===== config.mk =====
export PLATFORM = sky130hd
export DESIGN_NAME = fetch_ctrl
export DESIGN_NICKNAME = d
export VERILOG_FILES = /design/src/rtl/fetch_ctrl.sv
export SDC_FILE = /design/constraint.sdc
export NUM_CORES = 1
export LEC_CHECK = 0
export BUFFER_PORTS_ARGS = -buffer_cell sky130_fd_sc_hd__buf_4
export CORE_MARGIN = 10
export CORE_UTILIZATION = 48
export DETAILED_ROUTE_END_ITERATION = 8
export PLACE_DENSITY = 0.78
export SETUP_SLACK_MARGIN = 0.15
export SLEW_MARGIN = 15
export SYNTH_ARGS = -nofsm -noshare
export SYNTH_HDL_FRONTEND = slang
export SYNTH_SLANG_ARGS = --single-unit

===== constraint.sdc =====
create_clock -name clk -period 1.9 [get_ports clk]
set_input_delay 0.095 -clock clk [delete_from_list [all_inputs] [get_ports clk]]
set_output_delay 0.095 -clock clk [all_outputs]
set_load 0.01 [all_outputs]

===== src/rtl/fetch_ctrl.sv =====
// ---------------------------------------------------------------------------
// fetch_ctrl -- IF-stage fetch sequencer
//
// Owns the program counter and runs a request/ready fetch loop against a
// variable-latency instruction memory. Selects the next PC from jump, branch
// or sequential sources, honours the hazard-unit stall, and raises a
// one-cycle IF/ID flush whenever the fetch stream is redirected.
//
// Parameters:
//   RESET_PC  PC loaded on reset
//   PC_STEP   sequential increment in bytes
//   CNT_W     performance counter width (only with FETCH_COUNT_EN)
//
// Ports:
//   clk, rst             clock (rising edge), asynchronous active-low reset
//   stall                hazard-unit hold, freezes PC and fetch output
//   jump_ctrl/_address   jump request and target (highest priority)
//   branch_ctrl/_address branch request and target
//   imem_req/imem_addr   fetch request and address (address is always pc)
//   imem_ready/_rdata    memory response for the current request
//   pc                   PC of the current fetch
//   instr/instr_valid    registered instruction to IF/ID and its valid flag
//   flush                one-cycle IF/ID flush on redirect
//
// Optional build macro FETCH_COUNT_EN adds fetch_count (accepted, kept
// fetches) and stall_count (cycles spent in WAIT or HOLD).
// ---------------------------------------------------------------------------
module fetch_ctrl #(
    parameter logic [31:0] RESET_PC = 32'h0000_0000,
    parameter int unsigned PC_STEP  = 4
`ifdef FETCH_COUNT_EN
    ,
    parameter int unsigned CNT_W    = 32
`endif
) (
    input  logic             clk,
    input  logic             rst,
    input  logic             stall,
    input  logic             branch_ctrl,
    input  logic [31:0]      branch_address,
    input  logic             jump_ctrl,
    input  logic [31:0]      jump_address,
    input  logic             imem_ready,
    input  logic [31:0]      imem_rdata,
    output logic             imem_req,
    output logic [31:0]      imem_addr,
    output logic [31:0]      pc,
    output logic [31:0]      instr,
    output logic             instr_valid,
    output logic             flush
`ifdef FETCH_COUNT_EN
    ,
    output logic [CNT_W-1:0] fetch_count,
    output logic [CNT_W-1:0] stall_count
`endif
);

    typedef enum logic [1:0] {
        S_IDLE,
        S_REQ,
        S_WAIT,
        S_HOLD
    } state_e;

    localparam logic [31:0] STEP = 32'(PC_STEP);

    state_e      state_q, state_d;
    logic [31:0] pc_q, pc_d;
    logic [31:0] instr_q, instr_d;
    logic        valid_q, valid_d;
    logic        flush_q, flush_d;
    logic        pend_q, pend_d;
    logic [31:0] pend_tgt_q, pend_tgt_d;

    logic        redirect;
    logic [31:0] redirect_tgt;
    logic [31:0] next_pc;
    logic        take_fetch;

    // Jump outranks branch when both fire in the same cycle.
    assign redirect     = jump_ctrl | branch_ctrl;
    assign redirect_tgt = jump_ctrl ? jump_address : branch_address;
    // Natural 32-bit wrap: the top word steps back to address 0.
    assign next_pc      = pc_q + STEP;

    // NOTE: every signal written here gets a default first, so no path
    // leaves one unassigned and no latch is inferred.
    always_comb begin
        state_d    = state_q;
        pc_d       = pc_q;
        instr_d    = instr_q;
        valid_d    = valid_q;
        pend_d     = pend_q;
        pend_tgt_d = pend_tgt_q;
        flush_d    = redirect;
        take_fetch = 1'b0;

        unique case (state_q)
            S_IDLE: begin
                state_d = S_REQ;
                if (redirect) begin
                    pc_d = redirect_tgt;
                end
            end

            S_REQ: begin
                if (redirect) begin
                    // A fetch landing this same cycle belongs to the old
                    // stream and is dropped.
                    pc_d    = redirect_tgt;
                    valid_d = 1'b0;
                end else if (imem_ready) begin
                    take_fetch = 1'b1;
                end else begin
                    valid_d = 1'b0;
                    state_d = S_WAIT;
                end
            end

            S_WAIT: begin
                // The address must stay stable until memory answers, so a
                // redirect is only remembered here; the newest one wins.
                if (redirect) begin
                    pend_d     = 1'b1;
                    pend_tgt_d = redirect_tgt;
                end
                if (imem_ready) begin
                    if (redirect || pend_q) begin
                        pc_d    = redirect ? redirect_tgt : pend_tgt_q;
                        valid_d = 1'b0;
                        pend_d  = 1'b0;
                        state_d = S_REQ;
                    end else begin
                        take_fetch = 1'b1;
                    end
                end
            end

            S_HOLD: begin
                if (redirect) begin
                    pc_d    = redirect_tgt;
                    valid_d = 1'b0;
                    state_d = S_REQ;
                end else if (!stall) begin
                    pc_d    = next_pc;
                    valid_d = 1'b0;
                    state_d = S_REQ;
                end
            end

            default: state_d = S_IDLE;
        endcase

        // Shared accept path for REQ and WAIT: capture the word, then either
        // advance or park in HOLD while the hazard unit stalls.
        if (take_fetch) begin
            instr_d = imem_rdata;
            valid_d = 1'b1;
            if (stall) begin
                state_d = S_HOLD;
            end else begin
                pc_d    = next_pc;
                state_d = S_REQ;
            end
        end
    end

    // NOTE: sequential state uses non-blocking assignments so every register
    // samples the pre-edge values, independent of statement order.
    always_ff @(posedge clk or negedge rst) begin
        if (!rst) begin
            state_q    <= S_IDLE;
            pc_q       <= RESET_PC;
            instr_q    <= 32'h0;
            valid_q    <= 1'b0;
            flush_q    <= 1'b0;
            pend_q     <= 1'b0;
            pend_tgt_q <= 32'h0;
        end else begin
            state_q    <= state_d;
            pc_q       <= pc_d;
            instr_q    <= instr_d;
            valid_q    <= valid_d;
            flush_q    <= flush_d;
            pend_q     <= pend_d;
            pend_tgt_q <= pend_tgt_d;
        end
    end

    assign imem_req    = (state_q == S_REQ) || (state_q == S_WAIT);
    assign imem_addr   = pc_q;
    assign pc          = pc_q;
    assign instr       = instr_q;
    assign instr_valid = valid_q;
    assign flush       = flush_q;

`ifdef FETCH_COUNT_EN
    logic [CNT_W-1:0] fetch_cnt_q;
    logic [CNT_W-1:0] stall_cnt_q;

    always_ff @(posedge clk or negedge rst) begin
        if (!rst) begin
            fetch_cnt_q <= '0;
            stall_cnt_q <= '0;
        end else begin
            if (take_fetch) begin
                fetch_cnt_q <= fetch_cnt_q + CNT_W'(1);
            end
            if ((state_q == S_WAIT) || (state_q == S_HOLD)) begin
                stall_cnt_q <= stall_cnt_q + CNT_W'(1);
            end
        end
    end

    assign fetch_count = fetch_cnt_q;
    assign stall_count = stall_cnt_q;
`endif

endmodule

* Word level (Yosys, flattened, before mapping)
Index checks and enable logic that the tools add are counted.
** Word-level totals
- Output and inout port bits :: 99
- Word-level logic and storage cells :: 60
- Input bits :: 102
- Flip-flop bits (word level) :: 101
** Cells by class
- Bitwise gates (word level) :: 1
- Eq/ne operators :: 9
- Reduce and logical (&&, ||, !) cells :: 7
- Add/sub/neg operators :: 1
- Muxes and demuxes :: 35
** Operators by type and width (count)
- $mux 32 :: 9
- $pmux 32 s3 :: 1
- $add 32x3->32 const B :: 1
- $mux 2 :: 8
- $mux 1 :: 14
- $ne 3x3->1 const B :: 4
- $reduce_and 5->1 :: 2
- $ne 4x4->1 const B :: 2
- $pmux 2 s4 :: 1
- $eq 2x2->1 const B :: 2
- $reduce_bool 4->1 :: 1
- $pmux 1 s3 :: 1
- $eq 2x1->1 const B :: 1
- $logic_not 2->1 :: 1
- $logic_or 1x1->1 :: 2
- $pmux 1 s2 :: 1
- $reduce_or 2->1 :: 1
- $or 1x1->1 :: 1

* Depth between registers and ports, before layout
- Word-level depth :: 7
- Depth in mapped cells :: 9
- Gate-level depth less buffers :: 7

* Worst setup path before layout
Ideal clock, no wire load.
- Kind :: reg2reg
- Start point :: register state_q[0]
- End point :: register pc_q[9] (netlist: imem_addr[9])
- Slack :: -213 ps
- Clock period less this slack :: 2113 ps
- Stages on the path, launching flop included :: 8
- Data required time :: 1776 ps
- Data arrival time :: 1989 ps
- Buffers on the path :: 0
- Setup time :: 124 ps
- Cells stage by stage :: dfrtp_1 inv_1 ha_1 nand2_1 a2111oi_4 nor2_1 o21a_1 a211o_1
** On the way
- Cells in the longest elaborated chain, start to end :: 5
- Elaborated cells between the ends (all ways) :: 9
- Classes of those cells :: 3 x eq/ne; 4 x mux; 2 x reduce/logical
** Ends and longest elaborated chain
- start: declaration :: RTL line 67 : state_e state_q, state_d;
- start signal: assignment :: RTL line 180 : state_q <= state_d;
- $eq 2x1->1 / $logic_not 2->1 (equally long branches) :: RTL line 98 : unique case (state_q)
- $reduce_or 2->1 (no line)
- $pmux 32 s3 :: RTL line 98
- $mux 32 :: RTL line 159 : if (stall) begin
- $mux 32 (*) :: RTL line 156 : if (take_fetch) begin
- net pc_d[9] :: RTL line 68 : logic [31:0] pc_q, pc_d;
- end signal: assignment :: RTL line 181 : pc_q <= pc_d;
- end: declaration :: RTL line 68
Mark *: on every way through the listed nets, which the timed path passes. The rest lies on a longest branch.
A chain may end at the register's enable or synchronous reset.

* Worst setup path in the final report
- Start point :: register state_q[1]
- End point :: register pc_q[31] (netlist: imem_addr[31])
The elaborated chain is that of the path after synthesis.

==> impl_metrics.csv <==
group,metric,value,unit
status,status,"complete, but fails checks",
status,violations,"setup timing",
synth,syn-instance-count,823,
route,wl_per_cell,24.3,µm
clock_tree,worstSkewPairLatency,0.37,ns
grt,grt_usage,0.281,
synth,syn_nets,931,
hold_path,min-delay-start,"jump_address[26]",
synth,syn_area,6770,µm²
pwr,peakVddDrop,974,µV
grt,grt_pass1_vias,8105,
pwr,power_density,1200,nW/µm²
synth,syn_area_per_cell,8.22,µm²
placement,gp_congestion,0.924,
setup_path,timing.rr.end,"imem_addr[31]$_DFF_PN0_",
synth,synth-seq-area-share,0.374,
setup_path,cp-end-kind,"register",
clock_tree,htreeDepth,3,
clock_tree,cts-buffers-inserted,9,
setup_path,crit_type,"reg -> reg",
grt,grt_pass1_wl,44600,µm
synth,ys_seq_elements,101,
synth,synth_top_area_frac,0.374,
grt,grt_antenna_before_repair,0,
route,ant_nets,0,
placement,dpl_cell_area,9010,µm²
floorplan,initial_core_util,0.489,
cells_and_area,antenna_cells,0,
floorplan,rows,43,
synth,synth_edf_count,0,
synth,synth_most_common_cell,"nand2_1",
clock_tree,clkSinkCount,101,
route,vias,8254,
setup_path,rrSetupSlack,-0.27,ns
floorplan,placeableCoreArea,13800,µm²
clock_tree,cts.path.max_buffers,2,
pwr,power,13.1,mW
cells_and_area,instances_no_fill,1316,
floorplan,die_w,139,µm
sta,finalSetupViolCount,61,
floorplan,die_h,139,µm
hold_path,holdPathStages,2,
sta,rsz0062_at_grt,"yes",
setup_path,critPathRequiredTime,2.17,ns
synth,yosysWarnings,0,
cells_and_area,drive_gt1_frac,0.461,
cells_and_area,stdcell_area,10900,µm²
synth,synth_largest_area_cell,"dfrtp_1",
sta,fmaxAchievable,0.462,GHz
cells_and_area,syn_to_final_growth,61.5,%
cells_and_area,fin_nets,1239,
hold_path,min_to,"pend_tgt_q[26]$_DFFE_PN0N_",
sta,finalHoldViolations,0,
clock_tree,clk_pin_slew,0.08,ns
cells_and_area,final_util,0.790,
sta,slew_violations,0,
grt,grt_max_degree,47,
sta,period_minus_slack,2.17,ns
floorplan,dieArea,19200,µm²
route,dr.pass1.iters,8,
clock_tree,cts_tree,"done",
synth,synth-main-ff-cell,"dfrtp_1",
route,vias_per_cell,6.27,
route,wl,32000,µm
placement,place_ws,-0.156,ns
sta,slew_headroom,0.542,
hold_path,min_path_type,"in -> reg",
cells_and_area,fill_cells,802,
route,drc,0,
synth,synth_cell_types,70,
setup_path,reg2reg_from,"state_q[1]$_DFFE_PN0P_",
synth,netlist_top_cells_count,"nand2_1 (170), dfrtp_1 (101), o21ai_0 (80), a21oi_1 (50), nor2_1 (38)",
sta,setup_slack,-0.266,ns
placement,dpl.hpwl,18900,µm
floorplan,io_pins,201,
grt,grt.overflow.total,0,
sta,worst_slew_pin_slew,0.682,ns
clock_tree,clockRootBuffer,"clkbuf_16",
setup_path,critPathArrivalTime,2.43,ns
route,drtIter0Drc,1111,
setup_path,reg2regPathDepth,9,
sta,clock_skew,0.00942,ns
placement,port_buffers,200,
pwr,p_leak,5.18,nW
setup_path,cp_max_fo,5,
synth,synth_area_leaders,"dfrtp_1 (37%), nand2_1 (9.4%), o21ai_0 (5.9%)",
sta,fin_crit_sh,1.14,
setup_path,start_kind,"register",
job,maxCapViolations,0,
synth,async_flop_share,1.00,
placement,dp_cells,1223,
-- final cells by class --
class / instances / area (µm²) / area share
Multi-Input combinational cell: 612 / 4430 / 0.405
Tap cell: 180 / 225 / 0.0206
Clock buffer: 10 / 239 / 0.0219
Sequential cell: 101 / 2540 / 0.232
Timing Repair Buffer: 387 / 3310 / 0.303
Inverter: 20 / 85.1 / 0.00779
Clock inverter: 6 / 93.8 / 0.00859
-- cell usage in the layout, fill, tap and decap left out, types with 5 or more instances in the layout --
cell type	synthesis	final
nand3_1	21	20
xnor2_1	22	22
buf_12	0	9
a221o_1	6	6
ha_4	0	5
a31oi_1	5	5
buf_6	1	26
clkbuf_16	0	12
dlygate4sd3_1	0	39
o21ai_0	80	56
a22o_1	5	5
nand2_1	170	104
nor3_1	15	11
a22oi_1	12	10
o22a_1	12	12
dfrtp_1	101	92
nor2b_1	9	6
or3_1	11	10
buf_4	32	307
o21ai_1	2	20
inv_1	20	16
mux2_2	13	12
a21oi_1	50	45
nand2_2	0	34
o21ai_2	1	5
mux2i_1	32	32
o22ai_1	13	10
nor2_1	38	34
nand2_4	0	32
o211ai_1	6	6
dfrtp_2	0	9
-- through the flow --
step,setup TNS [ns],hold slack (ns)
2_1_floorplan,0,-0.201
3_3_place_gp,-0.405,0.0104
3_5_place_dp,-3.43,0.0127
4_1_cts,-0.209,0.00525
5_1_grt,-7.90,0.0131
6_report,-4.78,0.0159
-- sequential cells by signal (all words and copies together), names as in the netlist --
signal	flops
pend_q	1
pend_tgt_q	32
instr	32
imem_addr	32
instr_valid	1
state_q	2
flush	1
-- how the worst max path moves through the flow --
stage | startpoint | endpoint | slack (ns) | cells after the start
final | state_q[1]$_DFFE_PN0P_ | imem_addr[31]$_DFF_PN0_ | -0.27 | 9
after global routing | state_q[0]$_DFFE_PN0P_ | imem_addr[31]$_DFF_PN0_ | -0.35 | 10
after CTS | state_q[1]$_DFFE_PN0P_ | imem_addr[8]$_DFF_PN0_ | -0.06 | 8
after detailed placement | state_q[0]$_DFFE_PN0P_ | imem_addr[7]$_DFF_PN0_ | -0.16 | 9
after global placement | state_q[0]$_DFFE_PN0P_ | imem_addr[12]$_DFF_PN0_ | -0.1 | 8
after floorplan | state_q[1]$_DFFE_PN0P_ | imem_addr[9]$_DFF_PN0_ | 0.008 | 7
-- worst max-delay path, stage by stage (launching register included) --
cell and delay, ns:
dfrtp_2 0.48, ha_4 0.22, buf_6 0.14, buf_4 0.14, o311ai_2 0.10, buf_4 0.18, o21ai_0 0.12, a22oi_1 0.37
o21ai_1 0.13, a21o_1 0.17
-- routing by layer --
metal  global-route usage  part of all wire  up-vias
met3               0.0771              0.11      184
li1                     -                 -     3518
met4                0.126             0.060        0
met5                    0                 0        -
met2                0.458              0.47      708
met1                0.339              0.35     3844
-- cells by family after synthesis --
family / share of synthesized area
AO/OA/AOI/OAI: 0.222
XOR/XNOR: 0.0337
adder cells (fa/ha/maj): 0.0111
buffers and inverters: 0.0851
flip-flops: 0.374
multiplexers: 0.0690
AND/OR/NAND/NOR: 0.205
-- where the power goes --
part / leakage (nW) / switching [mW] / internal (mW)
sequential: 1.22 / 0.743 / 3.02
clock: 0.159 / 0.951 / 1.20
combinational: 3.80 / 3.74 / 3.47
-- repair_timing --
item | CTS | global route
hold endpoints to repair | 139 | 0
hold buffers | 39 | 0
cloned | 4 | 3
setup buffers | 14 | 17
endpoints found under the setup margin | 82 | 83
pin swaps | 59 | 49
resized for setup | 103 | 125
Power figures use the tool's default switching activity.
